## src/rtl/mutex_monitor_pkg.sv

```systemverilog
// Shared types and limits for the mutex/stall monitor: FSM states, first-violation
// codes and legal parameter ranges.
package mutex_monitor_pkg;

    typedef enum logic [1:0] {
        ST_HOLDOFF = 2'd0,
        ST_ARMED   = 2'd1,
        ST_FAULT   = 2'd2
    } state_t;

    localparam logic [1:0] CODE_NONE  = 2'b00;
    localparam logic [1:0] CODE_MUTEX = 2'b01;
    localparam logic [1:0] CODE_STALL = 2'b10;
    localparam logic [1:0] CODE_BOTH  = 2'b11;

    localparam int N_CH_MIN     = 2;
    localparam int N_CH_MAX     = 32;
    localparam int HOLDOFF_MAX  = 255;
    localparam int MAX_HOLD_MIN = 1;
    localparam int MAX_HOLD_MAX = 65535;

    function automatic logic [1:0] viol_code(input logic mutex, input logic stall);
        if (mutex && stall)
            return CODE_BOTH;
        else if (stall)
            return CODE_STALL;
        else if (mutex)
            return CODE_MUTEX;
        else
            return CODE_NONE;
    endfunction

endpackage

```

## src/rtl/mutex_run_counter.sv

```systemverilog
// Per-line run-length counter: counts consecutive high cycles, saturating at MAX_HOLD,
// and pulses stall on any further high cycle. Holds its value while frozen.
module mutex_run_counter #(
    parameter int MAX_HOLD = 16
) (
    input  logic clock,
    input  logic reset_n,
    input  logic line,
    input  logic freeze,
    output logic stall
);

    localparam int              RUN_W   = $clog2(MAX_HOLD + 1);
    localparam logic [RUN_W-1:0] RUN_MAX = RUN_W'(MAX_HOLD);

    logic [RUN_W-1:0] run_reg;

    always_ff @(posedge clock or negedge reset_n) begin
        if (!reset_n) begin
            run_reg <= '0;
        end else if (!freeze) begin
            if (!line)
                run_reg <= '0;
            else if (run_reg != RUN_MAX)
                run_reg <= run_reg + RUN_W'(1);
        end
    end

    // A high cycle arriving with the counter already full is the (MAX_HOLD+1)th one.
    assign stall = line && !freeze && (run_reg == RUN_MAX);

endmodule

```

## src/rtl/mutex_monitor.sv

```systemverilog
// Mutual-exclusion and hold-time monitor for a set of one-hot channel lines.
// Define MUTEX_MONITOR_FATAL_EN to stop simulation on the first violating edge.
module mutex_monitor
    import mutex_monitor_pkg::*;
#(
    parameter int N_CH     = 3,
    parameter int HOLDOFF  = 4,
    parameter int MAX_HOLD = 16,
    parameter int CNT_W    = 8
) (
    input  logic            clock,
    input  logic            reset_n,
    input  logic [N_CH-1:0] ch_vld,
    input  logic            bypass,
    input  logic            clr,
    output logic            err_mutex,
    output logic            err_stall,
    output logic [CNT_W-1:0] err_cnt,
    output logic [N_CH-1:0] first_vec,
    output logic [1:0]      first_code,
    output logic            armed
);

    localparam logic [7:0] HOLD_LAST = 8'((HOLDOFF == 0) ? 0 : HOLDOFF - 1);
    localparam state_t     RST_STATE = (HOLDOFF == 0) ? ST_ARMED : ST_HOLDOFF;

    if (N_CH < N_CH_MIN || N_CH > N_CH_MAX || HOLDOFF < 0 || HOLDOFF > HOLDOFF_MAX ||
        MAX_HOLD < MAX_HOLD_MIN || MAX_HOLD > MAX_HOLD_MAX) begin : g_bad_params
        $error("mutex_monitor: parameter out of range");
    end

    state_t            state_reg;
    logic [7:0]        hold_cnt_reg;
    logic              err_mutex_reg;
    logic              err_stall_reg;
    logic [CNT_W-1:0]  err_cnt_reg;
    logic [N_CH-1:0]   first_vec_reg;
    logic [1:0]        first_code_reg;
    logic [N_CH-1:0]   stall_vec;

    for (genvar gi = 0; gi < N_CH; gi++) begin : g_run
        mutex_run_counter #(
            .MAX_HOLD (MAX_HOLD)
        ) u_run (
            .clock   (clock),
            .reset_n (reset_n),
            .line    (ch_vld[gi]),
            .freeze  (bypass),
            .stall   (stall_vec[gi])
        );
    end

    logic checking;
    logic multi_hot;
    logic mutex_hit;
    logic stall_hit;
    logic viol;

    // Clearing the lowest set bit leaves something only when two or more bits are set.
    assign multi_hot = (ch_vld & (ch_vld - N_CH'(1))) != '0;
    assign checking  = (state_reg != ST_HOLDOFF);
    assign mutex_hit = checking && !bypass && multi_hot;
    assign stall_hit = checking && !bypass && (|stall_vec);
    assign viol      = mutex_hit || stall_hit;

    always_ff @(posedge clock or negedge reset_n) begin
        if (!reset_n) begin
            state_reg      <= RST_STATE;
            hold_cnt_reg   <= '0;
            err_mutex_reg  <= 1'b0;
            err_stall_reg  <= 1'b0;
            err_cnt_reg    <= '0;
            first_vec_reg  <= '0;
            first_code_reg <= CODE_NONE;
        end else begin
            case (state_reg)
                ST_HOLDOFF: begin
                    if (hold_cnt_reg == HOLD_LAST)
                        state_reg <= ST_ARMED;
                    else
                        hold_cnt_reg <= hold_cnt_reg + 8'd1;
                end
                ST_ARMED: begin
                    if (viol && !clr) begin
                        state_reg      <= ST_FAULT;
                        first_vec_reg  <= ch_vld;
                        first_code_reg <= viol_code(mutex_hit, stall_hit);
                    end
                end
                ST_FAULT: begin
                    if (clr)
                        state_reg <= ST_ARMED;
                end
                default: state_reg <= RST_STATE;
            endcase

            // clr wins over a same-cycle violation, which is then simply dropped.
            if (clr) begin
                err_mutex_reg  <= 1'b0;
                err_stall_reg  <= 1'b0;
                err_cnt_reg    <= '0;
                first_vec_reg  <= '0;
                first_code_reg <= CODE_NONE;
            end else if (viol) begin
                err_mutex_reg <= err_mutex_reg | mutex_hit;
                err_stall_reg <= err_stall_reg | stall_hit;
                if (err_cnt_reg != '1)
                    err_cnt_reg <= err_cnt_reg + CNT_W'(1);
            end
        end
    end

    assign err_mutex  = err_mutex_reg;
    assign err_stall  = err_stall_reg;
    assign err_cnt    = err_cnt_reg;
    assign first_vec  = first_vec_reg;
    assign first_code = first_code_reg;
    assign armed      = (state_reg != ST_HOLDOFF);

`ifdef MUTEX_MONITOR_FATAL_EN
`ifndef SYNTHESIS
    always @(posedge clock) begin
        if (reset_n && viol && !clr) begin
            $display("mutex_monitor: %s violation, ch_vld=0x%0h",
                     (mutex_hit && stall_hit) ? "mutex+stall" :
                     (mutex_hit ? "mutex" : "stall"), ch_vld);
            $fatal(1, "mutex_monitor: stopping on violation");
        end
    end
`endif
`else
    // Violations are reported only through the flags and the counter.
`endif

endmodule

```

## config.mk

```make
export PLATFORM = sky130hd
export DESIGN_NAME = mutex_monitor
export DESIGN_NICKNAME = d
export VERILOG_FILES = /design/src/rtl/mutex_monitor_pkg.sv /design/src/rtl/mutex_run_counter.sv /design/src/rtl/mutex_monitor.sv
export SDC_FILE = /design/constraint.sdc
export NUM_CORES = 1
export LEC_CHECK = 0
export BUFFER_PORTS_ARGS = -buffer_cell sky130_fd_sc_hd__buf_4
export CAP_MARGIN = 40
export CORE_ASPECT_RATIO = 0.9
export CORE_MARGIN = 2
export CORE_UTILIZATION = 35
export CTS_CLUSTER_SIZE = 25
export DETAILED_ROUTE_END_ITERATION = 16
export GPL_TIMING_DRIVEN = 0
export HOLD_SLACK_MARGIN = 0.15
export PLACE_DENSITY = 0.63
export SETUP_SLACK_MARGIN = 0.05
export SLEW_MARGIN = 10
export SYNTH_ARGS = -nofsm -noshare
export SYNTH_HDL_FRONTEND = slang
export SYNTH_SLANG_ARGS = --single-unit
export TNS_END_PERCENT = 50
```

## constraint.sdc

```tcl
create_clock -name clock -period 1.61 [get_ports clock]
set_input_delay 0.483 -clock clock [delete_from_list [all_inputs] [get_ports clock]]
set_output_delay 0.483 -clock clock [all_outputs]
set_load 0.005 [all_outputs]
```

Word level (Yosys, flattened, before mapping)
Index checks and enable logic that the tools add are counted.
{ "totals": {"regBits": 40, "in_bits": 7, "output_inout_bits": 16, "wordCells": 92} }
{ "classes": {"add_sub_neg": 6, "eq_ne": 16, "muxes": 26, "n_bitwise": 5, "n_reduce_logical": 29} }
{ "ops": {"columns": ["cell", "count"], "rows": [
  ["$mux W5", 6],
  ["$mux W8", 3],
  ["$add A8 B1 Y8 const B", 2],
  ["$mux W2", 8],
  ["$add A5 B1 Y5 const B", 3],
  ["$eq A5 B5 Y1 const B", 3],
  ["$ne A5 B5 Y1 const B", 3],
  ["$reduce_and A2 Y1", 6],
  ["$logic_and A1 B1 Y1", 11],
  ["$reduce_bool A2 Y1", 5],
  ["$mux W3", 3],
  ["$eq A8 B2 Y1 const B", 1],
  ["$ne A8 B8 Y1 const B", 1],
  ["$ne A2 B1 Y1 const B", 3],
  ["$ne A2 B2 Y1 const B", 3],
  ["$pmux W2 S3", 1],
  ["$mux W1", 5],
  ["$and A3 B3 Y3", 1],
  ["$reduce_and A3 Y1", 1],
  ["$reduce_bool A3 Y1", 1],
  ["$reduce_or A3 Y1", 1],
  ["$sub A3 B1 Y3 const B", 1],
  ["$eq A2 B1 Y1 const B", 1],
  ["$eq A2 B2 Y1 const B", 1],
  ["other kinds (5)", 8]
]} }

Depth between registers and ports, before layout
{ "logic_depth": {"depth_word": 10, "ltp_mapped": 6} }

Modules after synthesis
From an unflattened synthesis, not the netlist that was laid out.
{ "unflattened": {"cells_unflattened": 205, "hier_area_um2": 2129.5} }
{ "modules_own_cells": {"columns": ["module", "n_inst", "cells_each", "area_per_inst_um2", "seq_area_each_um2"], "rows": [
  ["mutex_monitor", 1, 116, 1239.9, 625.6],
  ["mutex_run_counter at g_run[1].u_run ...", 2, 29, 292.8, 125.1],
  ["mutex_run_counter at g_run[0].u_run", 1, 31, 304.0, 125.1]
]} }

Worst setup path after synthesis
Ideal clock, no wire load.
{ "synth_path": {"path_kind": "input port to flip-flop", "from": "in ch_vld[0]", "to": "reg err_cnt_reg[2] (netlist: err_cnt[2])", "arrival_time_ps": 1595, "required_time_ps": 1482, "setup_slack_ps": -113, "path_stages": 5, "n_path_buf": 1, "path_cell_list": "buf_2 -> maj3_2 -> a21oi_4 -> a211oi_1 -> mux2_1"} }
{ "synth_via": {"elab_chain_len": 7} }
{ "synth_lines": {"columns": ["element", "line_no", "source"], "rows": [
  ["start: declaration", "mutex_monitor.sv:13", "input logic [N_CH-1:0] ch_vld,"],
  ["$sub A3 B1 Y3 / $logic_and A1 B1 Y1 (equally long branches)", "mutex_monitor.sv:60, mutex_run_counter.sv:30", null],
  ["$and A3 B3 Y3 / $logic_and A1 B1 Y1 (equally long branches)", "mutex_monitor.sv:60, mutex_run_counter.sv:30", null],
  ["$reduce_bool A3 Y1 / $reduce_or A3 Y1 (equally long branches)", "mutex_monitor.sv:60, mutex_monitor.sv:63", null],
  ["$logic_and A1 B1 Y1, on equally long branches", "mutex_monitor.sv:62, mutex_monitor.sv:63", null],
  ["$logic_or A1 B1 Y1 (*)", "mutex_monitor.sv:64", "assign viol = mutex_hit || stall_hit;"],
  ["$reduce_bool A2 Y1 (no source line) (*)", null, null],
  ["$reduce_and A2 Y1 (no source line) (*)", null, null],
  ["end signal: assignment", "mutex_monitor.sv:108", "err_cnt_reg <= err_cnt_reg + CNT_W'(1);"],
  ["end: declaration", "mutex_monitor.sv:36", "logic [CNT_W-1:0] err_cnt_reg;"]
]} }
Mark *: on every way between the ends. The rest lies on a longest branch, timed or not.
A chain may end at the register's enable or synchronous reset.

Worst setup path after layout
{ "layout_path": {"from": "reg g_run[1].u_run.run_reg[1]", "to": "reg state_reg[1]"} }
{ "layout_via": {"elab_chain_len": 8} }
{ "layout_lines": {"columns": ["element", "line_no", "source"], "rows": [
  ["start: declaration", "mutex_run_counter.sv:16", "logic [RUN_W-1:0] run_reg;"],
  ["start signal: assignment", "mutex_run_counter.sv:25", "run_reg <= run_reg + RUN_W'(1);"],
  ["$eq A5 B5 Y1", "mutex_run_counter.sv:30", "assign stall = line && !freeze && (run_reg == RUN_MAX);"],
  ["$logic_and A1 B1 Y1", "mutex_run_counter.sv:30", null],
  ["$reduce_or A3 Y1", "mutex_monitor.sv:63", "assign stall_hit = checking && !bypass && (|stall_vec);"],
  ["$logic_and A1 B1 Y1", "mutex_monitor.sv:63", null],
  ["$logic_or A1 B1 Y1", "mutex_monitor.sv:64", null],
  ["$logic_and A1 B1 Y1", "mutex_monitor.sv:84", "if (viol && !clr) begin"],
  ["$ne A2 B2 Y1 (no source line)", null, null],
  ["$reduce_and A3 Y1 (no source line)", null, null],
  ["end signal: assignment", "mutex_monitor.sv:68", "state_reg <= RST_STATE;"],
  ["end signal: assignment", "mutex_monitor.sv:85", "state_reg <= ST_FAULT;"],
  ["end signal: assignment", "mutex_monitor.sv:92", "state_reg <= ST_ARMED;"],
  ["end: declaration", "mutex_monitor.sv:32", "state_t state_reg;"]
]} }
Every way passes these cells.

==> results by group <==
Routing
  • Total via count after detailed routing: about 1,800
  • Wire length per cell after detailed routing: ~14 um
  • Antenna Violating Nets Remaining: 0
  • Initial DRT Pass Iterations: 4
  • DRC violations left: 0
  • Routed wire length: between 4 and 5 mm
  • Vias per cell: between 5 and 6
  • DRT iter0 DRCs: roughly 120

Floorplanning
  • IO Pins: 23
  • Die outline height: about 80 um
  • Chip width: ~90 um
  • Effective utilization at floorplan: between 30% and 40%
  • Count of standard-cell rows: 27
  • Total Die Area: around 7000 um2
  • Core outline area: approximately 6000 um2

Global route
  • Via count of the first global-routing pass: approximately 1,800
  • Initial antenna violation count: 0
  • First-pass GRT wire length: around 8.6 mm
  • Largest net degree at the start of global routing: 41
  • Total global routing overflow: 0
  • Tot GR Track Use: between 15 and 20%

CTS
  • Max clock buf depth: 2
  • Number of H-tree levels: 2
  • CTS tree: built
  • Clock root buffer: clkbuf_8
  • Inserted Clock Buffers: 5
  • Clk pin slew, worst setup/hold paths: 0.08 ns
  • Number of sinks handled by clock tree synthesis: 40
  • Clock latency at the later pin of the worst-skew pair: 0.29 ns
  • Count of hold-fix buffers inserted at cts: 0

Yosys
  • Yosys warns: 0
  • Synth Instances: between 200 and 250
  • Distinct cell type count after synthesis: 44
  • Sequential-to-total area share from yosys stat: 44.9%
  • Flip-flop and latch count after synthesis: 40
  • Net Count, Synth: 232
  • Post-synthesis cell area: ~2200 um2
  • Post-Synthesis Mean Instance Area: between 10 and 15 um2

Critical path
  • Data required time of the critical path: ~1.8 ns
  • Setup Crit Path Kind: reg -> reg
  • Type of element capturing the critical path: flip-flop
  • Ordered cell list for the critical path: inv_2, ha_4, and4bb_4, a22oi_2, buf_6, a21boi_4, buf_4, o21ba_4
  • Slowest library cell on the worst path: dfrtp_1
  • Longest individual stage delay on the worst path: 0.38 ns
  • Crit path DAT: around 1.9 ns
  • Largest fanout of any net on the critical path: 5
  • Sort of element at the start of the critical path: flip-flop

Min path
  • Tightest Hold Check Type: in -> async

Timing
  • Timing-limited maximum frequency: around 570 MHz
  • Max_slew headroom: around 65%
  • Unrepaired setup endpoints after global routing: true
  • Pins Over Slew Limit: 0
  • Least setup slack across all paths after layout: -0.129 ns
  • Min Hold Slack: roughly 0.17 ns
  • Crit share post-route: 108%
  • Number of hold violations in the final report: 0
  • Total Neg Setup Slack: -0.751 ns
  • Slew at the pin closest to its max-slew limit: slightly above 0.5 ns
  • Final worst clock skew: about 0.0042 ns
  • Number of failing setup endpoints in the final timing report: 13
  • Final critical path time including I/O delays and setup: 1.74 ns

Power and ir drop
  • Peak VDD IR: a little over 0.0007 V
  • Leakage component of the power: 1.33 nW
  • Pwr Density: ~1300 nW/um2
  • Total power draw: approximately 3.8 mW

Run
  • Max-capacitance violation count: 0

Placement
  • Final Wtd Congestion: approximately 0.76
  • Post-detail-place hpwl: ~3 mm
  • Worst setup slack before clock tree synthesis: -0.260 ns
  • Number of placed instances, taps included: ~320
  • # port buffers: 19

Layout
  • Ant diodes: 0
  • Non-filler instance count after layout: 349
  • Filler Cells Inserted: 580
  • Flip-flop count of the largest register, all copies and words added: 15
  • Share of cells above drive strength 1: about a third
  • # nets final: about 280
  • Area delta synth->final: 33.0%

Outcome
  • Status: complete, but fails checks
  • Violations in the final reports: setup timing
[Yosys cell counts, drive strengths merged]
cell | number | area share [%]
dfrtp | 40 | 45
nand3 | 17 | 3.8
a22o | 11 | 4.6
nor2 | 11 | 1.9
nor2b | 11 | 3.1
o21ai | 11 | 2.5
inv | 10 | 1.7
mux2 | 9 | 4.7
nand2 | 9 | 1.5
a21oi | 8 | 2.5
ha | 8 | 4.5
nand2b | 8 | 2.2
nor3 | 8 | 1.8
a21o | 7 | 2.4
xnor2 | 6 | 2.4
and3 | 5 | 1.4
a211oi | 4 | 1.3
clkbuf | 4 | 0.67
mux2i | 4 | 1.8
a21boi | 3 | 1.2
buf | 3 | 0.90
nand4 | 3 | 0.84
and4bb | 2 | 1.1
nor4b | 2 | 0.79
o21ba | 2 | 0.90
or2b | 2 | 0.67
a2111oi | 1 | 0.39
a22oi | 1 | 0.95
and2 | 1 | 0.28
and4 | 1 | 0.39
maj3 | 1 | 0.51
nor3b | 1 | 0.34
o211ai | 1 | 0.34
o2bb2ai | 1 | 0.39
xor2 | 1 | 0.39
[metrics by stage]
| stage | util (%) | instance area, um2 |
|---|---|---|
| after floorplan | - | 2240 |
| after global placement | 40.6 | 2490 |
| after detailed placement | 40.6 | 2490 |
| after CTS | 45.7 | 2810 |
| after global routing | 48.2 | 2960 |
| final | 48.2 | 2960 |
[worst max-delay path: cells and delay by family (launching register included)]
kind	cells	cell delay, ns
compound gates	3	0.50
buf+inv	3	0.38
flops	1	0.38
fa+ha+maj	1	0.15
simple gates	1	0.22
[logic make-up after synthesis]
group,after synthesis,share of synthesized area (%)
simple gates,81,20.2
buf+inv,17,3.26
mux,13,6.51
compound gates,50,17.4
xor+xnor,7,2.75
fa+ha+maj,9,5.00
flops,40,44.9
[per-layer routing]
| metal | part of all wire (%) | GRT usage, % |
|---|---|---|
| met5 | 0 | 0 |
| met4 | 0.63 | 3.18 |
| met3 | 3.2 | 3.10 |
| met2 | 46 | 24.3 |
| met1 | 50 | 21.9 |
[power by group]
group / total, mW / internal (mW) / switching, mW / leakage, nW
Sequential: 1.49 / 1.22 / 0.265 / 0.532
Combinational: 1.21 / 0.660 / 0.548 / 0.721
Clock: 1.14 / 0.776 / 0.362 / 0.0784
Total: 3.84 / 2.66 / 1.18 / 1.33
[cell type report]
| type | instances | area, um2 | share of cell area (%) |
|---|---|---|---|
| plain buffers | 7 | 46.3 | 1.56 |
| well taps | 87 | 109 | 3.67 |
| inverters | 10 | 37.5 | 1.27 |
| clock buffers | 5 | 68.8 | 2.32 |
| clock inverters | 3 | 90.1 | 3.04 |
| multi-input cells | 162 | 1340 | 45.2 |
| repair buffers | 35 | 270 | 9.12 |
| flip-flops and latches | 40 | 1000 | 33.8 |
[placed cells by master (no fill, tap or decap), types with 4 or more instances in the layout]
| master | instances |
|---|---|
| dfrtp_1 | 39 |
| ha_1 | 4 |
| clkbuf_8 | 5 |
| nand2b_1 | 8 |
| inv_1 | 7 |
| a21oi_1 | 4 |
| o21ai_0 | 7 |
| clkbuf_1 | 4 |
| nor3_1 | 8 |
| buf_4 | 33 |
| nor2_1 | 9 |
| nand2_1 | 9 |
| a22o_2 | 5 |
| mux2_4 | 4 |
| a211oi_2 | 4 |
| a21o_1 | 6 |
| a22o_1 | 6 |
| nor2b_1 | 11 |
| mux2i_1 | 4 |
| nand3_1 | 17 |
| xnor2_1 | 6 |
| and3_1 | 4 |
[worst paths after layout]
path                                           startpoint                        end  slack, ns  cells after the start
worst max-delay path            g_run[1].u_run.run_reg[1]               state_reg[1]      -0.13                      8
worst min-delay path                              reset_n            hold_cnt_reg[5]       0.17                      1
worst max register to register  g_run[1].u_run.run_reg[1]               state_reg[1]      -0.13                      8
worst min register to register            hold_cnt_reg[7]            hold_cnt_reg[7]       0.50                      1
max in group asynchronous                         reset_n               state_reg[0]       1.06                      1
min in group clock                              ch_vld[0]  g_run[0].u_run.run_reg[3]       0.45                      2
[timing repair]
item / 4_1_cts / 5_1_grt
pin swaps: 9 / 12
setup buffers: 10 / 6
endpoints found under the setup margin: 21 / 26
cloned: 2 / 0
resized for setup: 22 / 23
(Power assumes the default switching activity.)
